### src/rtl/writeback_rr_arbiter.sv
// Round-robin arbiter merging execution-unit writeback results into one registered result stage.
// One cycle from unit_done to wb_valid; the stage holds its result and withholds every ack while wb_valid & ~wb_ready.
module writeback_rr_arbiter #(
  parameter int NUM_UNITS  = 4,
  parameter int ID_WIDTH   = 3,
  parameter int DATA_WIDTH = 32
) (
  input  logic                                  clk,
  input  logic                                  rst,
  input  logic [NUM_UNITS-1:0]                  unit_done,
  input  logic [NUM_UNITS-1:0][ID_WIDTH-1:0]    unit_id,
  input  logic [NUM_UNITS-1:0][DATA_WIDTH-1:0]  unit_rd,
  output logic [NUM_UNITS-1:0]                  unit_ack,
  output logic                                  wb_valid,
  output logic [ID_WIDTH-1:0]                   wb_id,
  output logic [DATA_WIDTH-1:0]                 wb_data,
  output logic [$clog2(NUM_UNITS)-1:0]          wb_unit,
  input  logic                                  wb_ready
);

  localparam int UW = $clog2(NUM_UNITS);

  logic                  wb_valid_q, wb_valid_d;
  logic [ID_WIDTH-1:0]   wb_id_q, wb_id_d;
  logic [DATA_WIDTH-1:0] wb_data_q, wb_data_d;
  logic [UW-1:0]         wb_unit_q, wb_unit_d;
  logic [UW-1:0]         ptr_q, ptr_d;

  logic          load_en;
  logic          any_req;
  logic          grant;
  logic [UW-1:0] sel;

  assign load_en = ~wb_valid_q | wb_ready;
  assign any_req = |unit_done;
  assign grant   = load_en & any_req & ~rst;

  // First requester at or above ptr, wrapping past the top unit back to 0.
  always_comb begin
    int  idx;
    logic found;
    idx   = 0;
    found = 1'b0;
    sel   = '0;
    for (int i = 0; i < NUM_UNITS; i++) begin
      idx = int'(ptr_q) + i;
      if (idx >= NUM_UNITS) idx = idx - NUM_UNITS;
      if (!found && unit_done[idx]) begin
        found = 1'b1;
        sel   = UW'(idx);
      end
    end
  end

  always_comb begin
    unit_ack   = '0;
    wb_valid_d = wb_valid_q;
    wb_id_d    = wb_id_q;
    wb_data_d  = wb_data_q;
    wb_unit_d  = wb_unit_q;
    ptr_d      = ptr_q;
    if (load_en) wb_valid_d = any_req;
    if (grant) begin
      unit_ack[sel] = 1'b1;
      wb_id_d       = unit_id[sel];
      wb_data_d     = unit_rd[sel];
      wb_unit_d     = sel;
      ptr_d         = (int'(sel) == NUM_UNITS - 1) ? '0 : sel + UW'(1);
    end
  end

  always_ff @(posedge clk) begin
    if (rst) begin
      wb_valid_q <= 1'b0;
      wb_id_q    <= '0;
      wb_data_q  <= '0;
      wb_unit_q  <= '0;
      ptr_q      <= '0;
    end else begin
      wb_valid_q <= wb_valid_d;
      wb_id_q    <= wb_id_d;
      wb_data_q  <= wb_data_d;
      wb_unit_q  <= wb_unit_d;
      ptr_q      <= ptr_d;
    end
  end

  assign wb_valid = wb_valid_q;
  assign wb_id    = wb_id_q;
  assign wb_data  = wb_data_q;
  assign wb_unit  = wb_unit_q;

endmodule

### config.mk
export PLATFORM = sky130hd
export DESIGN_NAME = writeback_rr_arbiter
export DESIGN_NICKNAME = d
export VERILOG_FILES = /design/src/rtl/writeback_rr_arbiter.sv
export SDC_FILE = /design/constraint.sdc
export NUM_CORES = 1
export LEC_CHECK = 0
export ABC_AREA = 0
export CELL_PAD_IN_SITES_DETAIL_PLACEMENT = 2
export CELL_PAD_IN_SITES_GLOBAL_PLACEMENT = 2
export CORE_UTILIZATION = 17
export CTS_CLUSTER_DIAMETER = 40
export DETAILED_ROUTE_END_ITERATION = 6
export PLACE_DENSITY = 0.81
export REMOVE_ABC_BUFFERS = 1
export SYNTH_ARGS = -nofsm -noshare
export SYNTH_HDL_FRONTEND = slang
export SYNTH_SLANG_ARGS = --single-unit
### constraint.sdc
create_clock -name clk -period 2.3 [get_ports clk]
set_input_delay 0.46 -clock clk [delete_from_list [all_inputs] [get_ports clk]]
set_output_delay 0.46 -clock clk [all_outputs]
set_load 0.005 [all_outputs]
==> impl_metrics.py <==
metrics = {
    "route": {
        "wl_per_cell_um": 17.4,
        "top_layer_used": "met4",
        "drt-initial-drc-count": 41,
        "viasPerCell": 4.38,
        "routed-via-count": 2674,
        "remaining_drc_errors": 0,
        "wl_um": 10600,
        "postRouteAntennaNets": 0,
        "wl_met1_um": 4060,
        "drt-pass1-iter-count": 3,
        "routed-wl-met2_um": 5870,
        "met3_wirelength_um": 620,
    },
    "setup_path": {
        "end_kind": "output port",
        "path_class": "in -> out",
        "r2r_end": "wb_data[18]",
        "startpoint_type": "input pin",
        "path_max_fanout": 4,
        "reg2regPathDepth": 6,
        "reg2reg_slack_ps": 200,
        "arrival_ps": 1800,
        "r2r-start": "ptr_q[1]",
        "startpoint": "unit_done[3]",
        "crit_required_ps": 1840,
    },
    "grt": {
        "grtUsageTotal_pct": 14.8,
        "grt_pass1_wl_um": 16400,
        "first_global_vias": 3066,
        "antenna_found_initial": 0,
        "grt_max_degree": 38,
        "overflow": 0,
    },
    "clock_tree": {
        "hold_buffers": 0,
        "cts_sinks": 40,
        "tritoncts": "built",
        "cts_buffers": 5,
        "cts.clk_slew.worst_paths_ps": 60,
        "root_buffer": "clkbuf_16",
        "clockBufferDepth": 2,
        "htreeDepth": 2,
        "clk_latency_ps": 280,
    },
    "die": {
        "start_util_pct": 17.6,
        "die_area_um2": 14400,
        "die_x_um": 120,
        "rows": 42,
        "die_height_um": 120,
        "coreArea_um2": 13400,
        "boundaryPins": 189,
    },
    "finish": {
        "regArea_um2": 802,
        "diodes": 0,
        "final_common_cell": "clkdlybuf4s50_1",
        "final_cell_mix": "180 x clkdlybuf4s50_1, 73 x mux2i_1, 39 x dfxtp_1",
        "multi_input_area_um2": 1390,
        "drive_gt1_share_pct": 10.8,
        "final_area_um2": 4670,
        "area_delta_synth_final_pct": 97.7,
        "nFillCells": 1459,
        "nets": 581,
    },
    "timing": {
        "timing.fmax_ghz": 0.443,
        "tightest_slew_ps": 611,
        "hold_violations": 0,
        "post-route-min-period_ps": 2260,
        "clock_skew_ps": 5.21,
        "fin_ws_ps": 44.5,
        "relSlewSlack_pct": 59.3,
        "finalMaxSlewViolations": 0,
        "period_share_pct": 98.1,
        "finalSetupViolCount": 0,
    },
    "yosys": {
        "postSynthCellCount": 235,
        "ys_warn_count": 0,
        "ys_ff_latch": 40,
        "avgSynthCellArea_um2": 10.1,
        "syn_area_um2": 2360,
        "yosysUniqueCellTypes": 27,
        "ys_seq_area_share_pct": 33.9,
    },
    "min_path": {
        "worst_hold_path_type": "reg -> reg",
        "hp-start": "wb_data[29]",
        "hold_end": "wb_data[29]",
        "holdPathStages": 2,
    },
    "run": {
        "maxCapViolCount": 0,
    },
    "power_and_ir_drop": {
        "p_leak_nw": 1.81,
        "vdd_ir_drop_max_mv": 0.241,
        "pwr_density_cell_nw_per_um2": 620,
        "power.total_mw": 2.90,
    },
    "place": {
        "dpl.hpwl_um": 8310,
        "dpl_cell_area_um2": 4440,
        "pre_cts_ws_ps": -582,
        "port_buffers": 188,
        "place.gp.congestion": 0.738,
    },
    "outcome": {
        "status": "finished, final reports clean",
    },
}
-- power breakdown --
group | leakage (nW) | switching (mW) | internal [mW] | total, mW
clock network | 0.0901 | 0.295 | 0.572 | 0.867
logic | 1.39 | 0.438 | 0.704 | 1.14
registers | 0.332 | 0.0698 | 0.817 | 0.887
-- metrics by stage --
step                utilization [%]  setup TNS (ps)  std cells  hold slack [ps]
global placement               33.1           -8700        596              441
finish                         34.9               0        610              462
global route                   34.9           -50.0        610              486
floorplan                         -          -60870        215              457
detailed placement             33.1          -12200        596              454
CTS                            34.9               0        610              470
-- cell usage after synthesis --
cell / count / area share, %
and2b_1: 1 / 0.32
and2_1: 1 / 0.26
dfxtp_1: 40 / 34
clkbuf_4: 2 / 0.64
nor4_2: 1 / 0.53
o221ai_1: 35 / 13
clkbuf_1: 2 / 0.32
nand2b_1: 3 / 0.79
buf_6: 6 / 2.9
buf_8: 4 / 2.5
o22a_1: 1 / 0.37
a21oi_1: 3 / 0.64
buf_12: 1 / 0.85
a211oi_1: 1 / 0.32
nor2_2: 1 / 0.26
o22ai_1: 1 / 0.26
mux2i_1: 73 / 31
a21o_1: 1 / 0.32
ha_1: 1 / 0.53
a211oi_2: 1 / 0.53
nor2b_1: 1 / 0.26
inv_1: 4 / 0.64
a21oi_4: 1 / 0.69
nand2_1: 36 / 5.7
buf_2: 5 / 1.1
nor2_1: 8 / 1.3
nand2_2: 1 / 0.26
-- final cells by class --
class / instances / area share [%]
clock buffers: 7 / 3.27
well taps: 176 / 4.71
repair buffers: 211 / 44.2
flip-flops and latches: 40 / 17.2
multi-input cells: 171 / 29.7
clock inverters: 1 / 0.643
inverters: 4 / 0.321
-- critical path, cell delays in order --
cell           delay, ps
dlygate4sd2_1        320
o22ai_1              140
a211oi_2             270
buf_4                170
nand2b_4             130
nor2_1                40
dlygate4sd2_1        250
-- flip-flops by register name, summed over array words and instances, names as in the netlist --
name	cells
ptr_q	2
wb_data	32
wb_valid	1
wb_unit	2
wb_id	3
-- how the worst max path moves through the flow --
stage                   to  slack [ps]  depth (start not counted)
6_report       unit_ack[0]          40                          7
2_1_floorplan  unit_ack[3]       -1840                          5
4_1_cts        unit_ack[1]          30                          9
3_5_place_dp   unit_ack[3]        -580                          7
5_1_grt        unit_ack[0]         -30                          6
3_3_place_gp   unit_ack[3]        -480                          7
-- timing repair --
| action | CTS | global route |
|---|---|---|
| gates resized for setup | 26 | 4 |
| pin swaps | 2 | 2 |
| setup buffers | 6 | 0 |
| setup endpoints to repair | 22 | 3 |
-- logic make-up after synthesis --
logic type                 after synthesis  synth area share [%]
DFF                                     40                  33.9
adders and majority gates                1                 0.529
and+or+nand+nor                         53                  9.69
AOI/OAI and AO/OA                       44                  16.1
muxes                                   73                  30.9
buffers and inverters                   24                  8.89
-- per-layer routing --
| layer | vias up | global-route usage [%] |
|---|---|---|
| li1 | 1276 | - |
| met1 | 1285 | 15.4 |
| met2 | 109 | 29.3 |
| met3 | 4 | 3.66 |
| met4 | 0 | 2.89 |
| met5 | - | 0 |
No activity file was read; power rests on OpenSTA's default activity.
